**src/rtl/mul_arb_pkg.sv**
```systemverilog
// Shared definitions for the mul_arb shared-multiplier arbiter:
// FSM state encoding, recovery length and watchdog margin.
package mul_arb_pkg;

  typedef enum logic [1:0] {
    ST_IDLE  = 2'd0,
    ST_RUN   = 2'd1,
    ST_DONE  = 2'd2,
    ST_RECOV = 2'd3
  } mul_arb_state_e;

  localparam int RECOV_LEN      = 2;
  localparam int RECOV_CW       = 2;
  localparam int TIMEOUT_MARGIN = 8;

  // Width of an index able to address NREQ (2..4) requesters.
  function automatic int idx_width(input int nreq);
    return (nreq > 2) ? 2 : 1;
  endfunction

endpackage

```
**src/rtl/mul_arb_rr.sv**
```systemverilog
// Round-robin grant: the requester at index ptr has highest priority,
// then ptr+1, ... wrapping around; output is one-hot (or zero) plus its index.
module mul_arb_rr
  import mul_arb_pkg::*;
#(
  parameter int NREQ = 2,
  parameter int IW   = 1
) (
  input  logic [NREQ-1:0] req,
  input  logic [IW-1:0]   ptr,
  output logic [NREQ-1:0] gnt,
  output logic [IW-1:0]   gnt_idx
);

  localparam int SW = IW + 1;

  logic [SW-1:0] sum_s;
  logic [IW-1:0] idx_s;
  logic          found_s;
  logic          hit_s;

  // Scan requesters starting at the pointer; first active one wins.
  always_comb begin
    gnt     = '0;
    gnt_idx = '0;
    found_s = 1'b0;
    sum_s   = '0;
    idx_s   = '0;
    hit_s   = 1'b0;
    for (int off = 0; off < NREQ; off++) begin
      sum_s   = {1'b0, ptr} + SW'(off);
      idx_s   = (sum_s >= SW'(NREQ)) ? IW'(sum_s - SW'(NREQ)) : IW'(sum_s);
      hit_s   = !found_s && req[idx_s];
      gnt[idx_s] = gnt[idx_s] | hit_s;
      gnt_idx = hit_s ? idx_s : gnt_idx;
      found_s = found_s | hit_s;
    end
  end

endmodule

```
**src/rtl/mul_arb.sv**
```systemverilog
// Arbitrates NREQ requesters onto one shared shift-add multiplier.
// Optional macro MUL_ARB_TIMEOUT_EN adds a RUN watchdog and the res_err output.
module mul_arb
  import mul_arb_pkg::*;
#(
  parameter int M    = 26,
  parameter int N    = 13,
  parameter int NREQ = 2
) (
  input  logic                clk,
  input  logic                rst_n,
  input  logic [NREQ-1:0]     req_valid,
  output logic [NREQ-1:0]     req_ready,
  input  logic [NREQ*M-1:0]   req_a,
  input  logic [NREQ*N-1:0]   req_b,
  output logic [NREQ-1:0]     res_valid,
  output logic [M+N-1:0]      res_data,
`ifdef MUL_ARB_TIMEOUT_EN
  output logic                res_err,
`endif
  output logic                mul_en,
  output logic [M-1:0]        mul_a,
  output logic [N-1:0]        mul_b,
  input  logic [M+N-1:0]      mul_product,
  input  logic                mul_ok
);

  localparam int IW = idx_width(NREQ);
  localparam logic [RECOV_CW-1:0] RECOV_LAST = RECOV_CW'(RECOV_LEN - 1);
  localparam logic [IW-1:0]       LAST_REQ   = IW'(NREQ - 1);

`ifdef MUL_ARB_TIMEOUT_EN
  localparam int RCW = $clog2(N + TIMEOUT_MARGIN + 1);
  localparam logic [RCW-1:0] RUN_LAST = RCW'(N + TIMEOUT_MARGIN - 1);
`endif

  mul_arb_state_e        state_q, state_d;
  logic [IW-1:0]         owner_q, owner_d;
  logic [IW-1:0]         ptr_q, ptr_d;
  logic [M-1:0]          opa_q, opa_d;
  logic [N-1:0]          opb_q, opb_d;
  logic                  mul_en_q, mul_en_d;
  logic [NREQ-1:0]       res_valid_q, res_valid_d;
  logic [M+N-1:0]        res_data_q, res_data_d;
  logic [RECOV_CW-1:0]   recov_q, recov_d;
  logic                  rdy_q, rdy_d;
`ifdef MUL_ARB_TIMEOUT_EN
  logic [RCW-1:0]        run_cnt_q, run_cnt_d;
  logic                  err_q, err_d;
`endif

  logic [NREQ-1:0]       gnt_s;
  logic [IW-1:0]         gnt_idx_s;
  logic [NREQ-1:0]       owner_oh_s;

  mul_arb_rr #(
    .NREQ (NREQ),
    .IW   (IW)
  ) u_rr (
    .req     (req_valid),
    .ptr     (ptr_q),
    .gnt     (gnt_s),
    .gnt_idx (gnt_idx_s)
  );

  // Grant is visible in the same IDLE cycle; rdy_q keeps it low out of reset.
  always_comb begin
    req_ready = '0;
    if (rdy_q && (state_q == ST_IDLE)) begin
      req_ready = gnt_s;
    end else begin
      req_ready = '0;
    end
  end

  // One-hot decode of the captured owner for the result pulse.
  always_comb begin
    owner_oh_s = '0;
    for (int i = 0; i < NREQ; i++) begin
      owner_oh_s[i] = (owner_q == IW'(i));
    end
  end

  // Next-state and next-output computation for the arbiter FSM.
  always_comb begin
    state_d     = state_q;
    owner_d     = owner_q;
    ptr_d       = ptr_q;
    opa_d       = opa_q;
    opb_d       = opb_q;
    mul_en_d    = 1'b0;
    res_valid_d = '0;
    res_data_d  = res_data_q;
    recov_d     = recov_q;
    rdy_d       = 1'b0;
`ifdef MUL_ARB_TIMEOUT_EN
    run_cnt_d   = run_cnt_q;
    err_d       = 1'b0;
`endif
    case (state_q)
      ST_IDLE: begin
        if (|req_ready) begin
          owner_d  = gnt_idx_s;
          ptr_d    = (gnt_idx_s == LAST_REQ) ? '0 : gnt_idx_s + IW'(1);
          for (int i = 0; i < NREQ; i++) begin
            opa_d = gnt_s[i] ? req_a[i*M +: M] : opa_d;
            opb_d = gnt_s[i] ? req_b[i*N +: N] : opb_d;
          end
          mul_en_d = 1'b1;
          state_d  = ST_RUN;
`ifdef MUL_ARB_TIMEOUT_EN
          run_cnt_d = '0;
`endif
        end else begin
          rdy_d = 1'b1;
        end
      end
      ST_RUN: begin
        if (mul_ok) begin
          res_data_d  = mul_product;
          res_valid_d = owner_oh_s;
          state_d     = ST_DONE;
        end
`ifdef MUL_ARB_TIMEOUT_EN
        else if (run_cnt_q == RUN_LAST) begin
          res_data_d  = '0;
          res_valid_d = owner_oh_s;
          err_d       = 1'b1;
          state_d     = ST_DONE;
        end
`endif
        else begin
          mul_en_d = 1'b1;
`ifdef MUL_ARB_TIMEOUT_EN
          run_cnt_d = run_cnt_q + RCW'(1);
`endif
        end
      end
      ST_DONE: begin
        recov_d = '0;
        state_d = ST_RECOV;
      end
      ST_RECOV: begin
        // Hold mul_en low long enough for the multiplier to drop mul_ok.
        if (recov_q == RECOV_LAST) begin
          recov_d = '0;
          rdy_d   = 1'b1;
          state_d = ST_IDLE;
        end else begin
          recov_d = recov_q + RECOV_CW'(1);
        end
      end
      default: begin
        state_d = ST_IDLE;
        recov_d = '0;
      end
    endcase
  end

  // State and registered outputs.
  always_ff @(posedge clk or negedge rst_n) begin
    if (!rst_n) begin
      state_q     <= ST_IDLE;
      owner_q     <= '0;
      ptr_q       <= '0;
      opa_q       <= '0;
      opb_q       <= '0;
      mul_en_q    <= 1'b0;
      res_valid_q <= '0;
      res_data_q  <= '0;
      recov_q     <= '0;
      rdy_q       <= 1'b0;
`ifdef MUL_ARB_TIMEOUT_EN
      run_cnt_q   <= '0;
      err_q       <= 1'b0;
`endif
    end else begin
      state_q     <= state_d;
      owner_q     <= owner_d;
      ptr_q       <= ptr_d;
      opa_q       <= opa_d;
      opb_q       <= opb_d;
      mul_en_q    <= mul_en_d;
      res_valid_q <= res_valid_d;
      res_data_q  <= res_data_d;
      recov_q     <= recov_d;
      rdy_q       <= rdy_d;
`ifdef MUL_ARB_TIMEOUT_EN
      run_cnt_q   <= run_cnt_d;
      err_q       <= err_d;
`endif
    end
  end

  assign mul_en    = mul_en_q;
  assign mul_a     = opa_q;
  assign mul_b     = opb_q;
  assign res_valid = res_valid_q;
  assign res_data  = res_data_q;
`ifdef MUL_ARB_TIMEOUT_EN
  assign res_err   = err_q;
`endif

endmodule

```
**config.mk**
```make
export PLATFORM = sky130hd
export DESIGN_NAME = mul_arb
export DESIGN_NICKNAME = d
export VERILOG_FILES = /design/src/rtl/mul_arb_pkg.sv /design/src/rtl/mul_arb_rr.sv /design/src/rtl/mul_arb.sv
export SDC_FILE = /design/constraint.sdc
export NUM_CORES = 1
export LEC_CHECK = 0
export BUFFER_PORTS_ARGS = -buffer_cell sky130_fd_sc_hd__clkbuf_2
export CORE_UTILIZATION = 35
export DETAILED_ROUTE_END_ITERATION = 8
export PLACE_DENSITY = 0.66
export SLEW_MARGIN = 20
export SYNTH_ARGS = -nofsm -noshare
export SYNTH_HDL_FRONTEND = slang
export SYNTH_HIERARCHICAL = 1
export SYNTH_SLANG_ARGS = --single-unit
export TNS_END_PERCENT = 5
```
**constraint.sdc**
```tcl
create_clock -name clk -period 2.7 [get_ports clk]
set_clock_uncertainty 0.15 [all_clocks]
set_input_delay 0.405 -clock clk [delete_from_list [all_inputs] [get_ports clk]]
set_output_delay 0.405 -clock clk [all_outputs]
set_load 0.005 [all_outputs]
```
==> impl_metrics.toml <==
[final_layout]
instances_no_fill = 641
final_nets = 627
final_common_cell = "clkbuf_2"
drive_gt1_share_pct = 52.9
syn2layout_area_growth_pct = 37.5
antennaDiodeCount = 0
post-route-util_pct = 49.6
layout_common_cells = "clkbuf_2, dfrtp_1, nand2_1, o21ai_0"

[power]
leakagePower_nw = 2.72
switching_share_pct = 32.4
switching_power_mw = 1.59
clkPwrFrac_pct = 18.4
pwr_density_cell_nw_per_um2 = 962
internal_power_mw = 3.32
p_comb_share_pct = 36.0
ir_drop_v = 0.000380
pwr-share-seq_pct = 45.6

[global_routing]
grt_pass1_wl_um = 13600
grt_max_degree = 84
antenna_found_initial = 0
grt_pass1_vias = 2891
overflow = 0
grt_util_all_layers_pct = 15.6

[logic_synthesis]
avgSynthCellArea_um2 = 12.5
postSynthRegisterBits = 88
synth_cells = 297
yosysTopAreaCell = "dfrtp_1"
ys_types = 22
yosys_warnings = 6
synth_top_area_share_pct = 59.4
yosys-top-cells-area = "dfrtp_1, mux2_2, mux2i_1"
synth_area_um2 = 3710
syn-num-nets = 424
ys_seq_area_share_pct = 59.4

[die]
coreArea_um2 = 10300
dieWidth_um = 105
design.die.area_um2 = 11000
start_util_pct = 36.1
die_h_um = 105
num_io_pins = 205
fp-row-count = 37

[critical_path]
rr_startpoint = "state_q[0]"
cp.depth = 5
critPathLaunch = "ptr_q"
critical-path-top-delay-family = "buffers and inverters"
cp.buffers_inverters = 3
reg2regPathDepth = 5
r2r_setup_slack_ps = 560
critical_path_arrival_ps = 1940
crit_slowest_cell = "buf_4"
worstSetupEndpointType = "primary output"
critPathMaxFanout = 40
path_cells = "inv_1 -> a21boi_4 -> buf_4 -> and3_1 -> clkbuf_2"
startpoint_type = "register"
crit_type = "reg2out"
worstPathRequired_ps = 2140
cp_slowest_stage_delay_ps = 560
r2r_end = "owner_q"

[clock_network]
tritoncts = "done"
cts_made_buffers = 9
cts_resized = 0
path_clk_slew_ps = 90
cts_buffer_depth = 2
clk_latency_ps = 340
htreeDepth = 3
clock_sinks = 88
clock-root-buffer = "clkbuf_8"

[route]
vias_per_cell = 4.55
routed_wl_um = 8300
final_antenna_net_count = 0
drt_iter0_drc = 87
dr.pass1.iters = 4
drc = 0
post_drt_wl_per_cell_um = 12.9
num_vias = 2918

[sta]
slew_headroom_pct = 56.3
slew_violations = 0
fmax_mhz = 401
timing.setup.tns_ps = 0
final.period_utilization_pct = 92.4
rsz0062_at_grt = "false"
setup_viol = 0
timing.final.crit_period_ps = 2490
hold_viol = 0
tightest_slew_ps = 655

[worst_hold_path]
min_to = "res_data[37]"
holdPathStages = 2
hold_class = "in2reg"
min-delay-start = "mul_product[37]"

[placement]
gp_congestion = 0.706
hpwl_um = 6350
numPortBuffers = 204
dp.cells = 624

[outcome]
outcome = "complete, no violations"

[job]
maxCapViolations = 0
-- cell type report --
cell class                 count  area [µm²]
tap                          136         170
multi-input combinational    185        1420
timing repair buffer         210        1080
inverter                       6        22.5
sequential                    88        2200
clock buffer                  10         128
clock inverter                 6        68.8
fill                         974        5180
-- cells by family (layout without fill, tap and decap cells) --
group / count (synthesis) / count (layout) / share of synthesized area (%)
DFF: 88 / 88 / 59.4
adders and majority gates: 5 / 5 / 1.69
and+or+nand+nor: 50 / 50 / 5.40
buffers and inverters: 24 / 232 / 2.77
muxes: 81 / 81 / 23.3
AOI/OAI and AO/OA: 49 / 49 / 7.49
-- through the flow --
step	setup WS, ps	area (µm²)	hold slack [ps]	total power [mW]
finish	205	5100	125	4.90
global route	62.4	5100	112	5.28
CTS	133	5100	102	5.00
detailed placement	439	4890	258	4.08
global placement	501	4890	253	3.99
floorplan	716	3710	-40.6	3.16
-- synthesized netlist by cell type, drive strengths merged --
| master | count |
|---|---|
| nand2 | 41 |
| a222oi | 1 |
| and3 | 3 |
| o211ai | 1 |
| dfrtp | 88 |
| o21a | 1 |
| clkbuf | 13 |
| mux2 | 41 |
| buf | 5 |
| nand2b | 1 |
| nor2 | 4 |
| a21boi | 3 |
| a2bb2oi | 1 |
| a21o | 1 |
| inv | 6 |
| ha | 5 |
| o21ai | 41 |
| nor2b | 1 |
| mux2i | 40 |
-- power by group through the flow --
stage | Sequential [mW] | Combinational (mW) | Clock (mW)
4_1_cts | 2.25 | 1.81 | 0.944
3_3_place_gp | 2.24 | 1.76 | 0
2_1_floorplan | 2.28 | 0.884 | 0
5_1_grt | 2.32 | 1.97 | 0.989
6_report | 2.24 | 1.77 | 0.900
3_5_place_dp | 2.27 | 1.81 | 0
-- worst reg2reg max path: stages (launching register included) --
cell and delay (ps):
dfrtp_1 390, inv_1 110, ha_1 290, o211ai_4 110, buf_4 560, mux2_2 430
-- state kept, by name, indices dropped and copies added, names as in the netlist --
register   cells
state_q        2
mul_b         13
res_valid      2
recov_q        2
res_data      39
mul_en         1
rdy_q          1
owner_q        1
mul_a         26
ptr_q          1
-- per-layer routing --
layer / vias to the layer above / track usage (%) / part of all wire, %
met5: - / 0 / 0
met4: 0 / 7.44 / 1.9
met2: 102 / 28.0 / 53
met1: 1377 / 18.3 / 40
met3: 13 / 2.18 / 5.2
li1: 1426 / - / -
-- worst max path at each step --
stage,to
2_1_floorplan,state_q[1]
3_3_place_gp,req_ready[1]
3_5_place_dp,req_ready[1]
4_1_cts,req_ready[1]
5_1_grt,req_ready[1]
6_report,req_ready[1]
-- repair_timing --
item	4_1_cts	5_1_grt
setup endpoints to repair	0	0
endpoints found under the hold margin	36	0
hold buffers	1	0
buffers inserted	0	0
Note: power is estimated with default switching activity, not from simulation.
